`src/rtl/cdb_arbiter.sv`:
```
// cdb_arbiter: rotating-priority arbiter packing up to CDB_W FU completions per cycle onto a registered CDB.
// Define CDB_ARB_PERF_EN to add the perf_grants / perf_stall_cycles counters.

module cdb_arbiter_slot #(
    parameter int NUM_FU = 6,
    parameter int W      = 8
) (
    input  logic                       clock,
    input  logic                       reset,
    input  logic [NUM_FU-1:0]          sel,
    input  logic [NUM_FU-1:0][W-1:0]   data,
    output logic                       valid,
    output logic [W-1:0]               q
);
    logic [W-1:0] mux;

    // sel is one-hot or zero, so an AND-OR mux yields all-zero payload for an empty slot
    always_comb begin
        mux = '0;
        for (int i = 0; i < NUM_FU; i++) begin
            if (sel[i]) mux = mux | data[i];
        end
    end

    always_ff @(posedge clock) begin
        if (reset) begin
            valid <= 1'b0;
            q     <= '0;
        end else begin
            valid <= |sel;
            q     <= mux;
        end
    end
endmodule

module cdb_arbiter #(
    parameter int NUM_FU = 6,
    parameter int CDB_W  = 3,
    parameter int TAG_W  = 5,
    parameter int XLEN   = 32
) (
    input  logic                      clock,
    input  logic                      reset,
    input  logic                      squash,
    input  logic [NUM_FU-1:0]         fu_valid,
    input  logic [NUM_FU*TAG_W-1:0]   fu_tag,
    input  logic [NUM_FU*XLEN-1:0]    fu_value,
    input  logic [NUM_FU-1:0]         fu_take_branch,
    input  logic [NUM_FU*XLEN-1:0]    fu_npc,
    input  logic [NUM_FU-1:0]         fu_halt,
    output logic [NUM_FU-1:0]         fu_ready,
    output logic [CDB_W-1:0]          cdb_valid,
    output logic [CDB_W*TAG_W-1:0]    cdb_tag,
    output logic [CDB_W*XLEN-1:0]     cdb_value,
    output logic [CDB_W-1:0]          cdb_take_branch,
    output logic [CDB_W*XLEN-1:0]     cdb_npc,
    output logic [CDB_W-1:0]          cdb_halt
`ifdef CDB_ARB_PERF_EN
    ,
    output logic [31:0]               perf_grants,
    output logic [31:0]               perf_stall_cycles
`endif
);
    localparam int PTR_W = (NUM_FU > 1) ? $clog2(NUM_FU) : 1;

    typedef struct packed {
        logic [TAG_W-1:0] tag;
        logic [XLEN-1:0]  value;
        logic             take_branch;
        logic [XLEN-1:0]  npc;
        logic             halt;
    } cdb_pay_t;

    localparam int PAY_W = $bits(cdb_pay_t);

    logic [PTR_W-1:0]                  rr_ptr;
    logic [PTR_W-1:0]                  rr_nxt;
    logic [NUM_FU-1:0]                 ready_c;
    logic [CDB_W-1:0][NUM_FU-1:0]      slot_sel;
    logic [NUM_FU-1:0][PAY_W-1:0]      fu_pay;
    logic [CDB_W-1:0][PAY_W-1:0]       slot_q;
    logic [CDB_W-1:0]                  slot_v;
    logic                              grant_en;
    logic                              any_grant;
    int                                grant_cnt;
    int                                last_idx;
    int                                idx;

    for (genvar i = 0; i < NUM_FU; i++) begin : g_fu
        assign fu_pay[i] = {fu_tag[i*TAG_W +: TAG_W], fu_value[i*XLEN +: XLEN],
                            fu_take_branch[i], fu_npc[i*XLEN +: XLEN], fu_halt[i]};
    end

    assign grant_en = !reset && !squash;

    // Rotating scan from rr_ptr; the k-th hit lands in slot k so slots stay gap-free
    always_comb begin
        ready_c   = '0;
        slot_sel  = '0;
        grant_cnt = 0;
        last_idx  = 0;
        any_grant = 1'b0;
        idx       = 0;
        for (int k = 0; k < NUM_FU; k++) begin
            idx = int'(rr_ptr) + k;
            if (idx >= NUM_FU) idx = idx - NUM_FU;
            if (grant_en && fu_valid[idx] && grant_cnt < CDB_W) begin
                ready_c[idx]             = 1'b1;
                slot_sel[grant_cnt][idx] = 1'b1;
                grant_cnt                = grant_cnt + 1;
                last_idx                 = idx;
                any_grant                = 1'b1;
            end
        end
    end

    always_comb begin
        rr_nxt = rr_ptr;
        if (any_grant) begin
            rr_nxt = (last_idx == NUM_FU - 1) ? '0 : PTR_W'(last_idx + 1);
        end
    end

    always_ff @(posedge clock) begin
        if (reset) rr_ptr <= '0;
        else       rr_ptr <= rr_nxt;
    end

    assign fu_ready = ready_c;

    for (genvar k = 0; k < CDB_W; k++) begin : g_slot
        cdb_pay_t s;

        cdb_arbiter_slot #(.NUM_FU(NUM_FU), .W(PAY_W)) u_slot (
            .clock (clock),
            .reset (reset),
            .sel   (slot_sel[k]),
            .data  (fu_pay),
            .valid (slot_v[k]),
            .q     (slot_q[k])
        );

        assign s                                = slot_q[k];
        assign cdb_valid[k]                     = slot_v[k];
        assign cdb_tag[k*TAG_W +: TAG_W]        = s.tag;
        assign cdb_value[k*XLEN +: XLEN]        = s.value;
        assign cdb_take_branch[k]               = s.take_branch;
        assign cdb_npc[k*XLEN +: XLEN]          = s.npc;
        assign cdb_halt[k]                      = s.halt;
    end

`ifdef CDB_ARB_PERF_EN
    logic [32:0] grants_sum;
    logic        stall_c;

    assign grants_sum = {1'b0, perf_grants} + 33'(grant_cnt);
    assign stall_c    = |(fu_valid & ~ready_c);

    // Squash cycles are excluded; grant_cnt is already zero then but stalls are not
    always_ff @(posedge clock) begin
        if (reset) begin
            perf_grants       <= '0;
            perf_stall_cycles <= '0;
        end else if (!squash) begin
            perf_grants <= grants_sum[32] ? '1 : grants_sum[31:0];
            if (stall_c && perf_stall_cycles != '1)
                perf_stall_cycles <= perf_stall_cycles + 32'd1;
        end
    end
`endif
endmodule

```
`config.mk`:
```
export PLATFORM = sky130hd
export DESIGN_NAME = cdb_arbiter
export DESIGN_NICKNAME = d
export VERILOG_FILES = /design/src/rtl/cdb_arbiter.sv
export SDC_FILE = /design/constraint.sdc
export NUM_CORES = 1
export LEC_CHECK = 0
export ABC_AREA = 1
export CORE_AREA = 2 2 255 257
export CTS_CLUSTER_SIZE = 16
export DETAILED_ROUTE_END_ITERATION = 6
export DIE_AREA = 0 0 257 259
export PLACE_DENSITY = 0.51
export SLEW_MARGIN = 10
export SYNTH_ARGS = -nofsm -noshare
export SYNTH_HDL_FRONTEND = slang
export SYNTH_SLANG_ARGS = --single-unit
```
`constraint.sdc`:
```
create_clock -name clock -period 13.9 [get_ports clock]
set_input_delay 1.39 -clock clock [delete_from_list [all_inputs] [get_ports clock]]
set_output_delay 1.39 -clock clock [all_outputs]
set_load 0.03 [all_outputs]
```
# Yosys cells after proc, flatten, opt, wreduce, memory -nomap -nowiden
# Cells that the tools add are included.
# totals
elab_cells,203
reg_bits,219
in_bits,435
# op_classes
muxes,93
addsub,16
n_reduce_logical,28
order_cmp,33
eq_ne,1
bitwise_logic,25
# ops
op,n
71-bit two-way mux,18
71-bit bitwise OR,15
32-bit two-way mux,16
"32-bit by 1-bit greater-or-equal comparator with 1-bit output, second input constant",11
"32-bit by 5-bit less-than comparator with 1-bit output, second input constant",6
"32-bit by 3-bit less-than comparator with 1-bit output, second input constant",5
"32-bit by 4-bit less-than comparator with 1-bit output, second input constant",5
"32-bit by 2-bit adder with 32-bit output, second input constant",4
18-bit two-way mux,5
18-bit bitwise OR,4
6-bit two-way mux,11
6-bit demux with 2-bit select,5
"32-bit by 4-bit == test with 1-bit output, second input constant",1
6-bit bitwise OR,5
1-bit two-way mux,25
"4-bit by 3-bit subtractor with 5-bit output, second input constant",5
1-bit logical AND,23
"4-bit by 3-bit greater-or-equal comparator with 1-bit output, second input constant",5
1-bit binary-select mux with 3-bit select,6
1-bit demux with 3-bit select,6
6-bit by 18-bit bitwise OR with 18-bit output,1
6-bit OR reduction,3
"3-bit by 2-bit adder with 4-bit output, second input constant",2
"3-bit by 3-bit adder with 4-bit output, second input constant",2
other kinds (6),7

# Depth between registers and ports, before layout
# Gate-level depths: netlist of the first run.
# depth
ltp_word,36
mapped_depth,47

# Modules after synthesis
# Synthesis of the first run repeated with hierarchy kept, for this count alone.
# unflattened
hier_cells,3421
hier_area_um2,18158.7
# by_module_without_submodules
mod,area_each_um2,seq_area_each_um2,n_inst,cells_per_inst
cdb_arbiter_slot,5200.0,1441.4,3,987
cdb_arbiter,2558.7,60.1,1,460

# Worst setup path after synthesis of the first run
# No wires, ideal clock.
# synth_path
path_kind,input -> output
startpoint,input port fu_valid[5]
endpoint,output port fu_ready[2]
path_slack_ns,6.677
n_path_buf,2
arrival_time_ns,5.833
required_ns,12.510
path_stages,30
path_cell_list,inv_1 -> nand2_1 -> o21ai_1 -> or2_2 -> a21oi_1 -> buf_2 -> ha_1 -> nand2_1 -> nand4_1 -> nand2_1 -> inv_1 -> ha_1 -> or2_2 -> a21oi_4 -> nand2_4 -> nand2_1 -> nand2_1 -> inv_1 -> ha_1 -> inv_1 -> ha_1 -> nand3_1 -> a21oi_1 -> nand2_2 -> or2_1 -> o211ai_2 -> nor2_4 -> nand2_1 -> buf_4 -> o21ai_0
# synth_between
elab_chain_cells,20
word_cells_on_any_way,54
cone_classes,4 x add/sub; 5 x order compare; 29 x mux; 5 x bitwise; 11 x reduce/logical
# synth_rtl
element,line,rtl
from (decl),45,"input logic [NUM_FU-1:0] fu_valid,"
1-bit binary-select mux with 3-bit select,107,if (grant_en && fu_valid[idx] && grant_cnt < CDB_W) begin
1-bit two-way mux (implied by the code) (2 in a row),107,
1-bit logical AND,107,
1-bit two-way mux,107,
32-bit by 3-bit less-than comparator with 1-bit output,107,
1-bit logical AND,107,
32-bit two-way mux,107,
32-bit by 3-bit less-than comparator with 1-bit output,107,
[... 3 more ...],--,
1-bit logical AND,107,
32-bit two-way mux,107,
32-bit by 3-bit less-than comparator with 1-bit output,107,
1-bit logical AND,107,
32-bit two-way mux,107,
32-bit by 3-bit less-than comparator with 1-bit output,107,
1-bit logical AND,107,
6-bit two-way mux (*),107,
to (decl),51,"output logic [NUM_FU-1:0] fu_ready,"
# Mark *: on every way between the ends. The rest lies on a longest branch, timed or not. The select of a mux whose other input is x is not followed.

# Worst setup path after layout of the first run
# layout_path
startpoint,register rr_ptr[0]
endpoint,output port fu_ready[2]
# layout_between
elab_chain_cells,22
word_cells_on_any_way,107
cone_classes,15 x add/sub; 23 x order compare; 47 x mux; 5 x bitwise; 17 x reduce/logical
# layout_rtl
element,line,rtl
from (decl),76,logic [PTR_W-1:0] rr_ptr;
from (signal assigned),126,else rr_ptr <= rr_nxt;
3-bit by 3-bit subtractor with 4-bit output / 3-bit greater-or-equal comparator (equally long branches),106,if (idx >= NUM_FU) idx = idx - NUM_FU;
32-bit two-way mux,106,
1-bit binary-select mux with 3-bit select,107,
1-bit two-way mux (implied by the code) (2 in a row),107,
1-bit logical AND,107,
1-bit two-way mux,107,
32-bit by 3-bit less-than comparator with 1-bit output,107,
1-bit logical AND,107,
[... 5 more ...],--,
1-bit logical AND,107,
32-bit two-way mux,107,
32-bit by 3-bit less-than comparator with 1-bit output,107,
1-bit logical AND,107,
32-bit two-way mux,107,
32-bit by 3-bit less-than comparator with 1-bit output,107,
1-bit logical AND,107,
6-bit two-way mux (*),107,
# Marked as above.

==> summary.txt, run 1 <==
Synthesis
  – Cell Area, Synth: 16690 um^2
  – Post-Syn Area per Cell: 5.360 um^2
  – Main combinational cell family by area after synthesis: simple AND/OR/NAND/NOR gates
  – Post-Synth XOR/XNOR Area: 0.0009746
  – Simple-gate share of the synthesized area: 0.5876
  – Mux contribution to synthesized area: 0
  – Register area share after synthesis: 0.2627
  – Synthesized instance count: 3114
  – Compound-gate portion of the synthesized area: 0.03321
  – Synth Area in Adders: 0.02444
  – Seq cells post-synth: 219
  – Ys Warns: 0
  – Synth unique cells: 42
  – EDFF count, synth: 0
  – Most used DFF post-synth: dfxtp_1
  – Synth async-reset ratio: 0

Route
  – Total wire length: 98930 um
  – DR pass1 iterations: 6
  – 1st-iter DRT viols: 2011
  – # DRC: 0
  – Antenna-violating nets left: 0
  – Vias after detailed routing: 21700
  – WL/cell: 21.57 um
  – Vias per cell: 4.732

Clocking
  – CTS clk-pin slew, worst paths: 70 ps
  – CTS tree: built
  – H-tree lvl count: 1
  – Post-CTS Setup Inserts: 0
  – Post-cts resize count: 0
  – Worst skew pair latency: 610 ps
  – Hold Buf Count CTS: 0
  – Sinks on Clock Net: 219
  – Max clock buf depth: 3
  – CTS Buf Count: 30
  – Root buffer cell: clkbuf_16

Worst setup path
  – CP endpoint: fu_ready[2]
  – Crit-path slowest cell: clkdlybuf4s50_1
  – Most used cell, CP: nand2_1
  – Critical path required time: 12510 ps
  – Crit path DAT: 7850 ps
  – R2r endpoint: g_slot[2].u_slot.q[35]$_SDFF_PP0_
  – Reg2reg start: rr_ptr[0]$_SDFFE_PP0P_
  – Setup CP Type: flop to output pin
  – CP startpoint: rr_ptr[0]$_SDFFE_PP0P_
  – Crit path launch type: flop
  – Slowest stage delay, CP: 730 ps
  – Endpoint class of the critical path: output pin
  – Critical-path maximum fanout: 33
  – R2R depth: 42
  – Reg2reg setup slack: 5860 ps

Power
  – Combinational Power Share: 0.557
  – Leak: 12.14 nW
  – Net Sw Frac: 0.4742
  – P_int: 2.111 mW
  – Net Sw Power: 1.904 mW
  – Worst ir drop on vdd: 94.99 uV
  – Power Dens Cells: 161.2 nW/um^2
  – Sequential power share: 0.221
  – Clk pwr share: 0.222

Global route
  – Total global routing overflow: 0
  – Total track usage: 0.2835
  – Initial antenna violation count: 32
  – First-pass GRT wire length: 141400 um
  – Largest net degree at the start of global routing: 50
  – Vias in the first global route: 20460

Timing
  – Tmin final: 9236 ps
  – FMAX: 108.3 MHz
  – RSZ-0062 raised after global routing: no
  – Slew Viols, Final: 0
  – Fin crit share: 0.6645
  – Final setup margin: 4664 ps
  – Slew @ Worst Pin: 920.0 ps
  – Final setup vio count: 0
  – Slew HR: 0.3867
  – Final hold vios: 0
  – Fin Clk Skew: 17.55 ps
  – Sum Neg Setup Slack: 0 ps

Placement
  – Final Wtd Congestion: 0.9162
  – PortBufs: 656
  – Post-detail-place hpwl: 67970 um
  – Dpl ws: 5236 ps
  – Dpl cell area: 23730 um^2

Floorplanning
  – CORE AREA: 63880 um^2
  – Die Area: 66560 um^2
  – Boundary pin count: 657
  – Die height: 259 um
  – Effective utilization at floorplan: 0.2613
  – Die X: 257 um
  – Core Rows: 93

Final layout
  – Final nets: 4153
  – Cell area after layout: 24900 um^2
  – Layout fillers: 6978
  – Synth-to-layout area growth: 49.19%
  – Share of layout cells above drive strength 1: 0.04045

Worst hold path
  – Worst Hold Class: flop to flop

Run
  – Max cap viols: 0

Outcome
  – Status: finished clean
worst min-delay path by stage:
stage	startpoint	endpoint	slack, ps	cells after the start
3_5_place_dp	rr_ptr[1]$_SDFFE_PP0P_	rr_ptr[1]$_SDFFE_PP0P_	610	2
2_1_floorplan	rr_ptr[1]$_SDFFE_PP0P_	rr_ptr[1]$_SDFFE_PP0P_	520	2
4_1_cts	rr_ptr[1]$_SDFFE_PP0P_	rr_ptr[1]$_SDFFE_PP0P_	620	2
5_1_grt	rr_ptr[1]$_SDFFE_PP0P_	rr_ptr[1]$_SDFFE_PP0P_	630	2
3_3_place_gp	rr_ptr[1]$_SDFFE_PP0P_	rr_ptr[1]$_SDFFE_PP0P_	600	2
6_report	rr_ptr[1]$_SDFFE_PP0P_	rr_ptr[1]$_SDFFE_PP0P_	610	2
state kept, by name, summed over array words and instances, names as in the netlist:
| name | cells |
|---|---|
| g_slot.u_slot.q | 213 |
| rr_ptr | 3 |
| g_slot.u_slot.valid | 3 |
cell usage in the layout (no fill, tap or decap), types with 4 or more instances in the layout:
cell type / n
a21oi_1: 31
buf_4: 21
bufinv_16: 5
clkbuf_16: 30
clkbuf_8: 10
clkdlybuf4s50_1: 656
dfxtp_1: 219
diode_2: 24
ha_1: 31
inv_1: 160
inv_2: 16
nand2_1: 1919
nand2_2: 6
nand2_4: 19
nand3_1: 204
nand3_2: 12
nand4_1: 16
nor2_1: 243
nor2_4: 9
nor3_1: 11
o211ai_1: 4
o21ai_0: 17
o21ai_1: 16
o221ai_1: 4
o22ai_1: 11
Yosys cell counts, types with 2 or more instances:
library cell | count | area share
a21oi_1 | 31 | 0.0093
buf_2 | 76 | 0.023
buf_4 | 48 | 0.022
buf_6 | 7 | 0.0047
clkbuf_1 | 7 | 0.0016
dfxtp_1 | 219 | 0.26
ha_1 | 31 | 0.023
inv_1 | 160 | 0.036
inv_2 | 16 | 0.0036
nand2_1 | 1920 | 0.43
nand2_2 | 19 | 0.0071
nand2_4 | 5 | 0.0034
nand3_1 | 204 | 0.061
nand3_2 | 13 | 0.0078
nand3_4 | 2 | 0.0021
nand4_1 | 16 | 0.0060
nor2_1 | 243 | 0.055
nor2_2 | 3 | 0.0011
nor2_4 | 9 | 0.0061
nor3_1 | 11 | 0.0033
nor4_1 | 3 | 0.0011
o211ai_1 | 4 | 0.0018
o211ai_2 | 2 | 0.0015
o21ai_0 | 17 | 0.0051
o21ai_1 | 16 | 0.0048
o221ai_1 | 4 | 0.0021
o22ai_1 | 11 | 0.0041
or2_2 | 3 | 0.0011
area by class of cell:
class                           instances  area [um^2]  area share
Inverter                              178        670.6     0.02693
Tap cell                              855         1070     0.04296
Clock buffer                           43        899.6     0.03613
Antenna cell                           24        60.06    0.002412
Sequential cell                       219         4384      0.1761
Multi-Input combinational cell       2580        10880      0.4370
Clock inverter                         11        210.2    0.008442
Timing Repair Buffer                  677         6724      0.2700
through the flow:
stage	hold slack (ps)	power (mW)	util	instances
after floorplan	523.6	2.162	-	3115
after global placement	601.7	3.135	0.3715	4509
after detailed placement	608.2	3.120	0.3715	4509
after CTS	619.3	4.026	0.3888	4563
after global routing	632.1	4.225	0.3897	4584
final	613.2	4.014	0.3898	4587
power by group through the flow:
stage	Clock (mW)	Combinational (mW)	Sequential [mW]
floorplan	0	0.909	1.25
global placement	0	2.24	0.898
detailed placement	0	2.22	0.899
CTS	0.911	2.23	0.887
global route	0.930	2.39	0.901
finish	0.892	2.24	0.886
layer usage:
layer	GRT usage	up-vias	wire length [um]
met2	0.4799	1083	46800
met5	0	-	101
met4	0.1139	16	3801
li1	-	10650	-
met3	0.06630	200	8881
met1	0.3462	9753	39340
worst max-delay path: cells and delay by family (launching register included):
family | cells | cell delay (ps)
simple gates | 18 | 2660
fa+ha+maj | 6 | 1740
compound gates | 4 | 700
buf+inv | 8 | 1820
flops | 1 | 310
logic make-up after synthesis:
group / Yosys count
xor+xnor: 1
compound gates: 92
simple gates: 2453
buf+inv: 316
flops: 219
fa+ha+maj: 32
other cells: 1
(Power assumes the default switching activity.)
==> run 2: changes to the inputs <==
- PLACE_DENSITY: 0.51 -> 0.53
- clock period: 13.9 -> 8 ns (I/O delays scaled with it)
==> run 2 against run 1 <==
- sequential share of layout area fell by 0.087 points
- power rose by 69%
- non-clock buffer count rose by 8
- largest power group unchanged
- first-iteration DRC count rose by 2.0%
- routed wire length fell by 1.4%
- die area did not move
- critical path depth did not move
==> summary.txt, run 2 (synthesis gave the netlist of run 1 again) <==
Route
  – WL/cell: 21.27 um (was 21.57 um)
  – # DRC: 0 (unchanged)
  – Antenna-violating nets left: 0 (unchanged)
  – 1st-iter DRT viols: 2052 (was 2011)
  – Total wire length: 97530 um (was 98930 um)
  – Vias per cell: 4.788 (was 4.732)
  – Vias after detailed routing: 21960 (was 21700)
  – DR pass1 iterations: 6 (unchanged)

Placement
  – PortBufs: 656 (unchanged)
  – Dpl ws: 745.6 ps (was 5236 ps)
  – Post-detail-place hpwl: 67220 um (was 67970 um)
  – Final Wtd Congestion: 0.9581 (was 0.9162)

Final layout
  – Layout fillers: 6958 (was 6978)
  – Synth-to-layout area growth: 49.94% (was 49.19%)
  – Top reg by flops: g_slot.u_slot.q (unchanged)
  – Max FFs per register: 213 (unchanged)
  – Fin util: 0.3917 (was 0.3898)
  – Share of layout cells above drive strength 1: 0.04230 (was 0.04045)
  – Commonest non-fill, non-tap cell in the layout: nand2_1 (unchanged)
  – Final nets: 4162 (was 4153)
  – Top flop regs: g_slot.u_slot.q (213), g_slot.u_slot.valid (3), rr_ptr (3) (unchanged)
  – Commonest cells after routing, fill and taps aside: nand2_1 (1918), clkdlybuf4s50_1 (650), nor2_1 (242), dfxtp_1 (219), nand3_1 (204) (was nand2_1 (1919), clkdlybuf4s50_1 (656), nor2_1 (243), dfxtp_1 (219), nand3_1 (204))

Timing
  – Final setup vio count: 0 (unchanged)
  – Slew Viols, Final: 0 (unchanged)
  – Final hold vios: 0 (unchanged)
  – Tmin final: 7377 ps
  – Fin Clk Skew: 22.49 ps (was 17.55 ps)
  – FMAX: 135.6 MHz
  – Fin crit share: 0.9221
  – Slew @ Worst Pin: 891.7 ps (was 920.0 ps)
  – Slew HR: 0.4055 (was 0.3867)
  – RSZ-0062 raised after global routing: no (unchanged)
  – Sum Neg Setup Slack: 0 ps (unchanged)
  – Final setup margin: 622.9 ps (was 4664 ps)

Power
  – Leak: 12.18 nW (was 12.14 nW)
  – Overall Power: 6.804 mW (was 4.014 mW)
  – Power Dens Cells: 271.9 nW/um^2 (was 161.2 nW/um^2)
  – Worst ir drop on vdd: 189.4 uV (was 94.99 uV)

Worst setup path
  – Crit-path slowest cell: ha_4 (was clkdlybuf4s50_1)
  – Critical-path maximum fanout: 16 (was 33)
  – Slowest stage delay, CP: 440 ps (was 730 ps)
  – Most used cell, CP: nand2_1 (unchanged)
  – Delay-heaviest family, CP: simple AND/OR/NAND/NOR gates (unchanged)
  – Critical path required time: 7200 ps (was 12510 ps)
  – Crit path DAT: 6580 ps (was 7850 ps)
  – Endpoint class of the critical path: output pin (unchanged)
  – Worst path bufs/invs: 8 (unchanged)
  – Setup CP Type: flop to output pin (unchanged)
  – Crit path launch type: flop (unchanged)

Floorplanning
  – Boundary pin count: 657 (unchanged)
  – Die Area: 66560 um^2 (unchanged)
  – Effective utilization at floorplan: 0.2613 (unchanged)
  – Core Rows: 93 (unchanged)
  – Die X: 257 um (unchanged)
  – Die height: 259 um (unchanged)
  – CORE AREA: 63880 um^2 (unchanged)

Run
  – Max cap viols: 0 (unchanged)

Global route
  – First-pass GRT wire length: 140800 um (was 141400 um)
  – Initial antenna violation count: 19 (was 32)
  – Total global routing overflow: 0 (unchanged)
  – Vias in the first global route: 20800 (was 20460)
  – Largest net degree at the start of global routing: 60 (was 50)
  – Total track usage: 0.2803 (was 0.2835)

Clocking
  – CTS clk-pin slew, worst paths: 50 ps (was 70 ps)
  – Root buffer cell: clkbuf_16 (unchanged)
  – Hold Buf Count CTS: 0 (unchanged)
  – CTS Buf Count: 31 (was 30)
  – CTS tree: built (unchanged)
  – Worst skew pair latency: 630 ps (was 610 ps)
  – H-tree lvl count: 1 (unchanged)
  – Sinks on Clock Net: 219 (unchanged)
  – Max clock buf depth: 3 (unchanged)

Outcome
  – Status: finished clean (unchanged)

Worst hold path
  – Worst Hold Class: flop to flop (unchanged)
## run 2: cell count changes in the layout (fill, tap and decap cells not counted), moves of 2 or more
cell / change
diode_2: -5
clkbuf_8: -6
buf_4: -5
buf_12: +18
clkdlybuf4s50_1: -6
clkbuf_1: +7
bufinv_16: -4
nand2_4: +2
## run 2: cell type report
cell class                      instances  area, um^2  area share
Clock buffer                           45       868.3     0.03470
Tap cell                              855        1070     0.04275
Sequential cell                       219        4384      0.1752
Antenna cell                           19       47.55    0.001900
Multi-Input combinational cell       2580       10910      0.4361
Clock inverter                          5       67.56    0.002700
Inverter                              178       674.4     0.02695
Timing Repair Buffer                  685        6999      0.2797
## run 2: routing by layer
layer,track usage,part of all wire,vias up
li1,-,-,10670
met1,0.3556,0.41,9911
met2,0.4656,0.46,1159
met3,0.05790,0.090,215
met4,0.1082,0.038,6
met5,0,0.00040,-
## run 2: worst register-to-register path: cells and delay by family (launching register included)
family	cells	cell delay (ps)
simple gates	23	3210
compound gates	3	460
fa+ha+maj	6	1500
buf+inv	8	1240
flops	1	420
## run 2: final timing paths
| check | from | to | slack [ps] | cells after the start |
|---|---|---|---|---|
| worst max register to register | rr_ptr[0]$_SDFFE_PP0P_ | g_slot[0].u_slot.q[44]$_SDFF_PP0_ | 1050 | 40 |
| worst max-delay path | rr_ptr[0]$_SDFFE_PP0P_ | fu_ready[0] | 620 | 36 |
| worst min register to register | rr_ptr[1]$_SDFFE_PP0P_ | rr_ptr[1]$_SDFFE_PP0P_ | 600 | 2 |
| worst min-delay path | rr_ptr[1]$_SDFFE_PP0P_ | rr_ptr[1]$_SDFFE_PP0P_ | 600 | 2 |
## run 2: per-stage QoR
step                      cells  instance area [um^2]  hold slack, ps
after floorplan            3115                 16690           523.6
after global placement     4517                 23990           607.1
after detailed placement   4517                 23990           599.1
after CTS                  4567                 24930           607.9
after global routing       4582                 25010           660.0
final                      4586                 25020           600.5
## run 2: timing repair
action,CTS,global route
resized for setup,0,12
endpoints found under the setup margin,0,6
buffers inserted,0,0
## run 2: power breakdown
group | internal, mW | switching, mW | leakage [nW]
Clock | 0.773 | 0.581 | 0.455
Combinational | 1.34 | 2.55 | 9.94
Sequential | 1.43 | 0.125 | 1.79
Total | 3.55 | 3.26 | 12.2
==> run 3: changes to the inputs <==
- CORE_AREA: 2 2 255 257 -> 2 2 259 261
- DIE_AREA: 0 0 257 259 -> 0 0 261 263
- PLACE_DENSITY: 0.53 -> 0.51
==> run 3 against run 2 <==
- cell count up 0.81%
- count of clock-buffer cells in the layout up 1
- setup slack worse by 57 ps
- register-to-register slack about the same
- routed wire length up 1.7%
- combinational power up 1%
- flip-flop and latch count unchanged
- clock power up 19%
- sequential share of layout area down 0.22 points
- global-route usage down 0.28 points
- non-clock buffer count up 11
==> summary.txt, run 3 (synthesis gave the netlist of run 1 again) <==
Timing
  – Fin crit share: 0.9292 (was 0.9221)
  – RSZ-0062 raised after global routing: no (unchanged)
  – Slew @ Worst Pin: 1181 ps (was 891.7 ps)
  – FMAX: 134.5 MHz (was 135.6 MHz)
  – Slew Viols, Final: 0 (unchanged)
  – Fin Clk Skew: 23.69 ps (was 22.49 ps)
  – Slew HR: 0.2092 (was 0.4055)
  – Tmin final: 7434 ps (was 7377 ps)
  – Sum Neg Setup Slack: 0 ps (unchanged)
  – Final setup vio count: 0 (unchanged)
  – Fin Hold WS: 593.8 ps (was 600.5 ps)
  – Final hold vios: 0 (unchanged)

Clocking
  – Sinks on Clock Net: 219 (unchanged)
  – Root buffer cell: clkbuf_16 (unchanged)
  – Post-CTS Setup Inserts: 0 (unchanged)
  – H-tree lvl count: 2 (was 1)
  – Max clock buf depth: 3 (unchanged)
  – CTS tree: built (unchanged)
  – CTS clk-pin slew, worst paths: 50 ps (about the same)
  – CTS Buf Count: 34 (was 31)
  – Worst skew pair latency: 560 ps (was 630 ps)

Global route
  – First-pass GRT wire length: 141900 um (was 140800 um)
  – Largest net degree at the start of global routing: 52 (was 60)
  – Vias in the first global route: 21140 (was 20800)
  – Total global routing overflow: 0 (unchanged)
  – Initial antenna violation count: 31 (was 19)
  – Total track usage: 0.2775 (was 0.2803)

Worst setup path
  – Crit path DAT: 6630 ps (was 6580 ps)
  – Worst path bufs/invs: 9 (was 8)
  – Critical-path maximum fanout: 32 (was 16)
  – Most used cell, CP: nand2_1 (unchanged)
  – Endpoint class of the critical path: output pin (unchanged)
  – Delay-heaviest family, CP: simple AND/OR/NAND/NOR gates (unchanged)
  – Setup CP Type: flop to output pin (unchanged)
  – Reg2reg setup slack: 1050 ps (about the same)
  – Slowest stage delay, CP: 360 ps (was 440 ps)
  – Reg2reg start: rr_ptr[0]$_SDFFE_PP0P_ (unchanged)
  – R2r endpoint: g_slot[1].u_slot.q[68]$_SDFF_PP0_ (was g_slot[0].u_slot.q[44]$_SDFF_PP0_)
  – R2R depth: 43 (was 40)
  – Crit path launch type: flop (unchanged)
  – Crit-path slowest cell: dfxtp_1 (was ha_4)
  – Critical path required time: 7200 ps (about the same)

Floorplanning
  – Die X: 261 um (was 257 um)
  – Boundary pin count: 657 (unchanged)
  – Effective utilization at floorplan: 0.2543 (was 0.2613)
  – Die Area: 68640 um^2 (was 66560 um^2)
  – CORE AREA: 65630 um^2 (was 63880 um^2)
  – Die height: 263 um (was 259 um)
  – Core Rows: 94 (was 93)

Final layout
  – Top flop regs: g_slot.u_slot.q (213), g_slot.u_slot.valid (3), rr_ptr (3) (unchanged)
  – Cell area after layout: 25340 um^2 (was 25020 um^2)
  – Commonest cells after routing, fill and taps aside: nand2_1 (1918), clkdlybuf4s50_1 (650), nor2_1 (243), dfxtp_1 (219), nand3_1 (204) (was nand2_1 (1918), clkdlybuf4s50_1 (650), nor2_1 (242), dfxtp_1 (219), nand3_1 (204))
  – Non-Filler Instances: 4623 (was 4586)
  – Synth-to-layout area growth: 51.80% (was 49.94%)
  – Max FFs per register: 213 (unchanged)
  – Final nets: 4176 (was 4162)
  – Commonest non-fill, non-tap cell in the layout: nand2_1 (unchanged)
  – Share of layout cells above drive strength 1: 0.04846 (was 0.04230)
  – Top reg by flops: g_slot.u_slot.q (unchanged)

Worst hold path
  – Hold Path Origin: rr_ptr[1]$_SDFFE_PP0P_ (unchanged)
  – Worst Hold Depth: 2 (unchanged)
  – Worst Hold Class: flop to flop (unchanged)
  – Endpoint, Worst Hold: rr_ptr[1]$_SDFFE_PP0P_ (unchanged)

Power
  – Leak: 12.37 nW (was 12.18 nW)
  – Power Dens Cells: 279.3 nW/um^2 (was 271.9 nW/um^2)
  – Worst ir drop on vdd: 154.3 uV (was 189.4 uV)

Placement
  – PortBufs: 656 (unchanged)
  – Post-placement cell count: 4537 (was 4517)
  – Post-detail-place hpwl: 69620 um (was 67220 um)
  – Dpl cell area: 24090 um^2 (was 23990 um^2)
  – Final Wtd Congestion: 0.9687 (was 0.9581)

Route
  – WL/cell: 21.46 um (was 21.27 um)
  – Vias after detailed routing: 22050 (was 21960)
  – DR pass1 iterations: 5 (was 6)
  – Total wire length: 99230 um (was 97530 um)
  – Antenna-violating nets left: 0 (unchanged)
  – Vias per cell: 4.770 (was 4.788)
  – # DRC: 0 (unchanged)
  – 1st-iter DRT viols: 1855 (was 2052)

Outcome
  – Status: finished clean (unchanged)

Run
  – Max cap viols: 0 (unchanged)
run 3: layout make-up:
type / instances / area (um^2)
fill: 7132 / 40290
multi-input combinational: 2580 / 10900
timing repair buffer: 696 / 7082
sequential: 219 / 4384
tap: 864 / 1081
clock buffer: 46 / 977.2
inverter: 178 / 670.6
clock inverter: 16 / 183.9
antenna: 24 / 60.06
run 3: worst max-delay path by stage:
stage                              to  slack (ps)  depth (start not counted)              startpoint
after floorplan           fu_ready[2]        1460                         36  rr_ptr[0]$_SDFFE_PP0P_
after global placement    fu_ready[1]         840                         33             fu_valid[5]
after detailed placement  fu_ready[1]         710                         40  rr_ptr[0]$_SDFFE_PP0P_
after CTS                 fu_ready[1]         100                         40  rr_ptr[0]$_SDFFE_PP0P_
after global routing      fu_ready[0]          30                         39  rr_ptr[0]$_SDFFE_PP0P_
final                     fu_ready[0]         570                         39  rr_ptr[0]$_SDFFE_PP0P_
run 3: where the power goes:
part	total, mW	switching (mW)	internal (mW)
clock network	1.60	0.640	0.962
registers	1.55	0.116	1.43
logic	3.93	2.58	1.35
run 3: metrics by stage:
stage	worst slack (ps)	utilization	power, mW
floorplan	1463	-	3.756
detailed placement	708.9	0.3670	5.462
global placement	837.6	0.3670	5.486
global route	27.49	0.3859	7.450
CTS	104.9	0.3847	7.092
finish	566.2	0.3860	7.076
run 3: timing repair:
item,4_1_cts,5_1_grt
resized for setup,0,8
endpoints found under the setup margin,0,6
hold buffers,0,0
run 3: tightest hold or removal path, cell delays in order, from the launching register on:
cell	delay [ps]
dfxtp_1	370
nand4_1	110
a21oi_1	60
run 3: metal layers:
metal / GRT usage / part of all wire / routed length, um / vias to the layer above
li1: - / - / - / 10720
met4: 0.1205 / 0.041 / 4031 / 18
met2: 0.4635 / 0.47 / 46370 / 1111
met1: 0.3341 / 0.39 / 39130 / 9963
met3: 0.07086 / 0.097 / 9589 / 234
met5: 0 / 0.0011 / 113 / -
